### src/rtl/processing_element_ms.sv
// Multi-stationary systolic PE: output-stationary accumulate/drain or weight-stationary psum pass-through.
// Optional PE_SATURATE_EN: saturating accumulator and WS sums instead of modulo wrap.
module processing_element_ms #(
  parameter int WIDTH_A   = 16,
  parameter int WIDTH_B   = 16,
  parameter int WIDTH_MAC = 48,
  parameter int STAGE     = 5,
  parameter int SIGNED    = 0
) (
  input  logic                 clk,
  input  logic                 rst_n,
  input  logic                 mode_in,
  input  logic                 pipeline_en,
  input  logic                 reg_clear,
  input  logic [WIDTH_A-1:0]   act,
  input  logic                 act_vld,
  input  logic [WIDTH_B-1:0]   wei,
  input  logic                 wei_vld,
  input  logic                 wei_load,
  input  logic [WIDTH_MAC-1:0] psum_in,
  input  logic                 drain_en,
  input  logic [WIDTH_MAC-1:0] drain_in,
  output logic [WIDTH_A-1:0]   act_out,
  output logic                 act_vld_out,
  output logic [WIDTH_B-1:0]   wei_out,
  output logic                 wei_vld_out,
  output logic [WIDTH_MAC-1:0] psum_out,
  output logic                 out_vld,
  output logic                 busy,
  output logic                 mode
);

  localparam bit SGN = (SIGNED != 0);

  typedef logic [WIDTH_MAC-1:0] mac_t;

`ifdef PE_SATURATE_EN
  function automatic mac_t mac_add(input mac_t x, input mac_t y);
    logic [WIDTH_MAC:0] s;
    mac_t r;
    s = {1'b0, x} + {1'b0, y};
    r = s[WIDTH_MAC-1:0];
    if (SGN) begin
      if (x[WIDTH_MAC-1] == y[WIDTH_MAC-1] &&
          s[WIDTH_MAC-1] != x[WIDTH_MAC-1]) begin
        r = x[WIDTH_MAC-1] ? {1'b1, {(WIDTH_MAC-1){1'b0}}}
                           : {1'b0, {(WIDTH_MAC-1){1'b1}}};
      end
    end else if (s[WIDTH_MAC]) begin
      r = '1;
    end
    return r;
  endfunction
`else
  function automatic mac_t mac_add(input mac_t x, input mac_t y);
    mac_t r;
    r = x + y;
    return r;
  endfunction
`endif

  logic               mode_q;
  logic [WIDTH_A-1:0] act_q;
  logic               act_vld_q;
  logic [WIDTH_B-1:0] wei_q;
  logic               wei_vld_q;
  logic [WIDTH_B-1:0] w_stat_q;
  logic [STAGE-1:0]   vld_q;
  mac_t               prod_q [STAGE];
  mac_t               ps_q   [STAGE];
  mac_t               acc_q;
  mac_t               res_q;
  logic               out_vld_q;

  logic               issue_c;
  logic               ret_c;
  logic               drain_c;
  logic [WIDTH_B-1:0] b_sel;
  mac_t               a_mx;
  mac_t               b_mx;
  mac_t               prod_c;
  mac_t               sum_c;
  mac_t               acc_d;
  mac_t               res_d;
  logic               out_vld_d;

  // Operands are extended to the accumulator width before the multiply;
  // the low WIDTH_MAC bits equal the extended native product.
  always_comb begin
    b_sel   = mode_q ? w_stat_q : wei;
    issue_c = act_vld & (mode_q | wei_vld);
    a_mx    = {{(WIDTH_MAC-WIDTH_A){SGN & act[WIDTH_A-1]}}, act};
    b_mx    = {{(WIDTH_MAC-WIDTH_B){SGN & b_sel[WIDTH_B-1]}}, b_sel};
    prod_c  = a_mx * b_mx;
    ret_c   = vld_q[STAGE-1];
    drain_c = drain_en & ~mode_q;
    sum_c   = mac_add(mode_q ? ps_q[STAGE-1] : acc_q,
                      prod_q[STAGE-1]);
    acc_d     = acc_q;
    res_d     = res_q;
    out_vld_d = out_vld_q;
    if (mode_q) begin
      if (ret_c) res_d = sum_c;
      out_vld_d = ret_c;
    end else if (drain_c) begin
      acc_d     = drain_in;
      out_vld_d = 1'b1;
    end else if (ret_c) begin
      acc_d     = sum_c;
      out_vld_d = 1'b1;
    end
  end

  always_ff @(posedge clk or negedge rst_n) begin
    if (!rst_n) begin
      mode_q    <= 1'b0;
      act_q     <= '0;
      act_vld_q <= 1'b0;
      wei_q     <= '0;
      wei_vld_q <= 1'b0;
      w_stat_q  <= '0;
      vld_q     <= '0;
      acc_q     <= '0;
      res_q     <= '0;
      out_vld_q <= 1'b0;
      for (int i = 0; i < STAGE; i++) begin
        prod_q[i] <= '0;
        ps_q[i]   <= '0;
      end
    end else if (reg_clear) begin
      mode_q    <= mode_in;
      act_q     <= '0;
      act_vld_q <= 1'b0;
      wei_q     <= '0;
      wei_vld_q <= 1'b0;
      w_stat_q  <= '0;
      vld_q     <= '0;
      acc_q     <= '0;
      res_q     <= '0;
      out_vld_q <= 1'b0;
      for (int i = 0; i < STAGE; i++) begin
        prod_q[i] <= '0;
        ps_q[i]   <= '0;
      end
    end else if (pipeline_en) begin
      act_q     <= act;
      act_vld_q <= act_vld;
      wei_q     <= wei;
      wei_vld_q <= wei_vld;
      if (mode_q && wei_load && wei_vld) w_stat_q <= wei;
      vld_q[0]  <= issue_c;
      prod_q[0] <= prod_c;
      ps_q[0]   <= psum_in;
      for (int i = 1; i < STAGE; i++) begin
        vld_q[i]  <= vld_q[i-1];
        prod_q[i] <= prod_q[i-1];
        ps_q[i]   <= ps_q[i-1];
      end
      acc_q     <= acc_d;
      res_q     <= res_d;
      out_vld_q <= out_vld_d;
    end
  end

  assign act_out     = act_q;
  assign act_vld_out = act_vld_q;
  assign wei_out     = wei_q;
  assign wei_vld_out = wei_vld_q;
  assign psum_out    = mode_q ? res_q : acc_q;
  assign out_vld     = out_vld_q;
  assign busy        = |vld_q;
  assign mode        = mode_q;

endmodule

### config.mk
export PLATFORM = sky130hd
export DESIGN_NAME = processing_element_ms
export DESIGN_NICKNAME = d
export VERILOG_FILES = /design/src/rtl/processing_element_ms.sv
export SDC_FILE = /design/constraint.sdc
export NUM_CORES = 1
export LEC_CHECK = 0
export CAP_MARGIN = 20
export CORE_MARGIN = 3
export CORE_UTILIZATION = 35
export DETAILED_ROUTE_END_ITERATION = 6
export PLACE_DENSITY = 0.63
export SLEW_MARGIN = 20
export SYNTH_ARGS = -nofsm -noshare
export SYNTH_HDL_FRONTEND = slang
export SYNTH_SLANG_ARGS = --single-unit
### constraint.sdc
create_clock -name clk -period 9.2 [get_ports clk]
set_input_delay 1.84 -clock clk [delete_from_list [all_inputs] [get_ports clk]]
set_output_delay 1.84 -clock clk [all_outputs]
set_load 0.005 [all_outputs]
==> flow_summary.yaml <==
route:
  wire_per_inst_um: 18.63
  wl_um: 90910
  drtIter0Drc: 1880
  drc: 0
  antenna_left: 0
  dr.pass1.iters: 6
  num_vias: 24628
  vias_per_cell: 5.048
die:
  ios: 222
  design.core.area_um2: 95720
  rows: 113
  start_util_pct: 35.60
  fp.dieW_um: 318.0
  fp.dieH_um: 318.0
  dieArea_um2: 101100
power_and_ir_drop:
  peakVddDrop_mv: 0.2746
  p_leak_nw: 19.75
  power_density_nw_per_um2: 211.9
global_route:
  grt_usage_pct: 17.84
  grt_pass1_vias: 24861
  grt_antenna_before_repair: 6
  grt_max_degree: 199
  grt_pass1_wl_um: 145400
  grt_overflow: 0
place:
  gp_congestion: 0.8655
  place_area_um2: 37480
  io_buffers: 221
  dpl.hpwl_um: 63850
final_layout:
  syn2layout_area_growth_pct: 16.93
  drive_gt1_share_pct: 5.374
  final_area_um2: 39840
  mostFrequentLayoutCell: "dfrtp_1"
  layout_common_cells: "dfrtp_1 (552), nor2_1 (488), mux2i_1 (439)"
  utilization_pct: 41.62
  nNetsFinal: 4026
cts:
  cts_resized: 0
  cts_root_buffer: "clkbuf_16"
  postCtsHoldBufs: 0
  cts_buffers: 66
  htreeDepth: 3
  clk_pin_slew_worst_paths_ps: 60
  clock-sinks: 553
  cts_buffer_depth: 3
  cts_tree: "done"
  post-cts-setup-buffers: 0
  clock_latency_ps: 640
timing:
  fin_crit_ps: 8222
  setup_viol: 0
  fin_setup_tns_ps: 0
  period_share_pct: 89.37
  hold_viol: 0
  max_freq_mhz: 121.6
  relSlewSlack_pct: 23.99
  finalClockSkew_ps: 68.83
  rsz0062_at_grt: "no"
  max_slew.worst_pin.slew_ps: 1140
  drv_slew: 0
yosys:
  ys_seq_area_share_pct: 40.62
  synth_top_area_share_pct: 40.62
  yosys_warnings: 0
  synthCells: 3425
  synth_area_um2: 34070
  ys_ff_latch: 553
  synth.area.top_cells: "dfrtp_1 (41%), mux2i_1 (13%), fa_1 (11%), nor2_1 (5.4%), ha_1 (5.0%)"
  synth_nets: 3893
  ys.flop_type: "dfrtp_1"
  yosys.area.top_type: "dfrtp_1"
  synth_edf_count: 0
  syn_area_per_cell_um2: 9.948
  yosysUniqueCellTypes: 76
  async_flop_share_pct: 100.0
flow_run:
  maxCapViolations: 0
run_status:
  status: "complete, no violations"
worst_setup_path:
  cp-end-kind: "register"
  required_ps: 9670
  path_class: "input port to register"
  worstPathArrival_ps: 8690
  setup.worst_path.start_class: "input port"
  worstPathMaxFanout: 17
worst_hold_path:
  hold_class: "register to register"
-- where the power goes --
group	internal, mW	total (mW)	switching (mW)
Clock	1.61	2.75	1.14
Combinational	1.28	3.09	1.81
Sequential	2.54	2.60	0.0653
-- path summary, 6_finish.rpt --
path	startpoint	to	slack, ps	cells after the start
worst max-delay path	act[8]	prod_q[212]$_DFFE_PN0P_	980	21
max in group asynchronous	rst_n	act_out[4]$_DFFE_PN0P_	6170	3
min in group asynchronous	rst_n	ps_q[221]$_DFFE_PN0P_	1160	1
worst max register to register	mode$_DFFE_PN0P_	prod_q[212]$_DFFE_PN0P_	2110	22
worst min register to register	acc_q[19]$_DFFE_PN0P_	acc_q[19]$_DFFE_PN0P_	470	2
worst min-delay path	acc_q[19]$_DFFE_PN0P_	acc_q[19]$_DFFE_PN0P_	470	2
-- synth_stat cells, types with 4 or more instances --
master      n
dfrtp_1   553
nor2_1    491
mux2_2     21
nand4_1     8
a21oi_1    88
o211ai_1    7
o21a_1     12
buf_6       4
mux2i_1   439
nand2b_1   84
clkbuf_1  144
buf_1      39
a21o_1     21
nand2_1   437
xnor2_1    36
o21bai_1   10
ha_1      136
nand3_1    24
xor2_1     29
a31oi_1    13
o22ai_1     4
a22o_1     17
nor3_1     11
a211oi_1   14
o221ai_1   15
or3_1       8
o21ai_0    80
and3_1      8
nor2b_1    56
and2_1     77
nor3b_1     5
or2_2       4
a32o_1     24
inv_1     238
buf_2       7
fa_1      195
-- flip-flops by register name (all words and copies together), names as in the netlist --
signal,cells
ps_q,240
res_q,48
w_stat_q,16
vld_q,5
out_vld,1
act_vld_out,1
wei_out,16
prod_q,160
wei_vld_out,1
mode,1
act_out,16
acc_q,48
-- cell families after synthesis --
kind of cell	synth area share [%]
AOI/OAI and AO/OA	6.886
xor gates and xnor gates	1.671
adders and majority gates	16.45
buffers and inverters	4.939
DFF	40.62
muxes	13.59
and+or+nand+nor	15.85
-- layout make-up --
cell class	instances	area, µm²
inverter	238	893.4
sequential	553	13840
timing repair buffer	262	2585
clock buffer	89	1838
antenna	4	10.01
multi-input combinational	2437	18580
clock inverter	31	513.0
tap	1265	1583
fill	9251	55880
-- stage by stage --
stage                     power, mW  setup WS, ps  cells  hold slack [ps]
after floorplan               4.881          1537   3425            439.8
after global placement        5.700         581.9   4755            450.9
after detailed placement      5.722         447.5   4755            458.1
after CTS                     8.549          1078   4875            471.3
after global routing          9.080         716.0   4875            505.9
final                         8.441         977.8   4879            471.5
-- layer usage --
metal | routed length [µm] | GRT usage (%) | vias up
met3 | 4594 | 2.760 | 100
met5 | 41 | 0 | -
met2 | 41280 | 27.44 | 561
met1 | 43520 | 26.41 | 12370
met4 | 1471 | 4.128 | 6
li1 | - | - | 11591
-- worst max-delay path, stage by stage --
cell	delay, ps
clkdlybuf4s50_1	940
nor2b_1	400
fa_1	560
inv_1	50
fa_1	450
fa_1	520
inv_1	60
fa_1	450
fa_1	520
inv_1	50
fa_1	470
inv_1	40
ha_1	340
nand2_1	130
a2111oi_1	70
a2111oi_2	720
o21bai_2	190
a21o_1	210
a21oi_1	170
nor4b_1	70
or3_1	400
No activity file was read; power rests on OpenSTA's default activity.
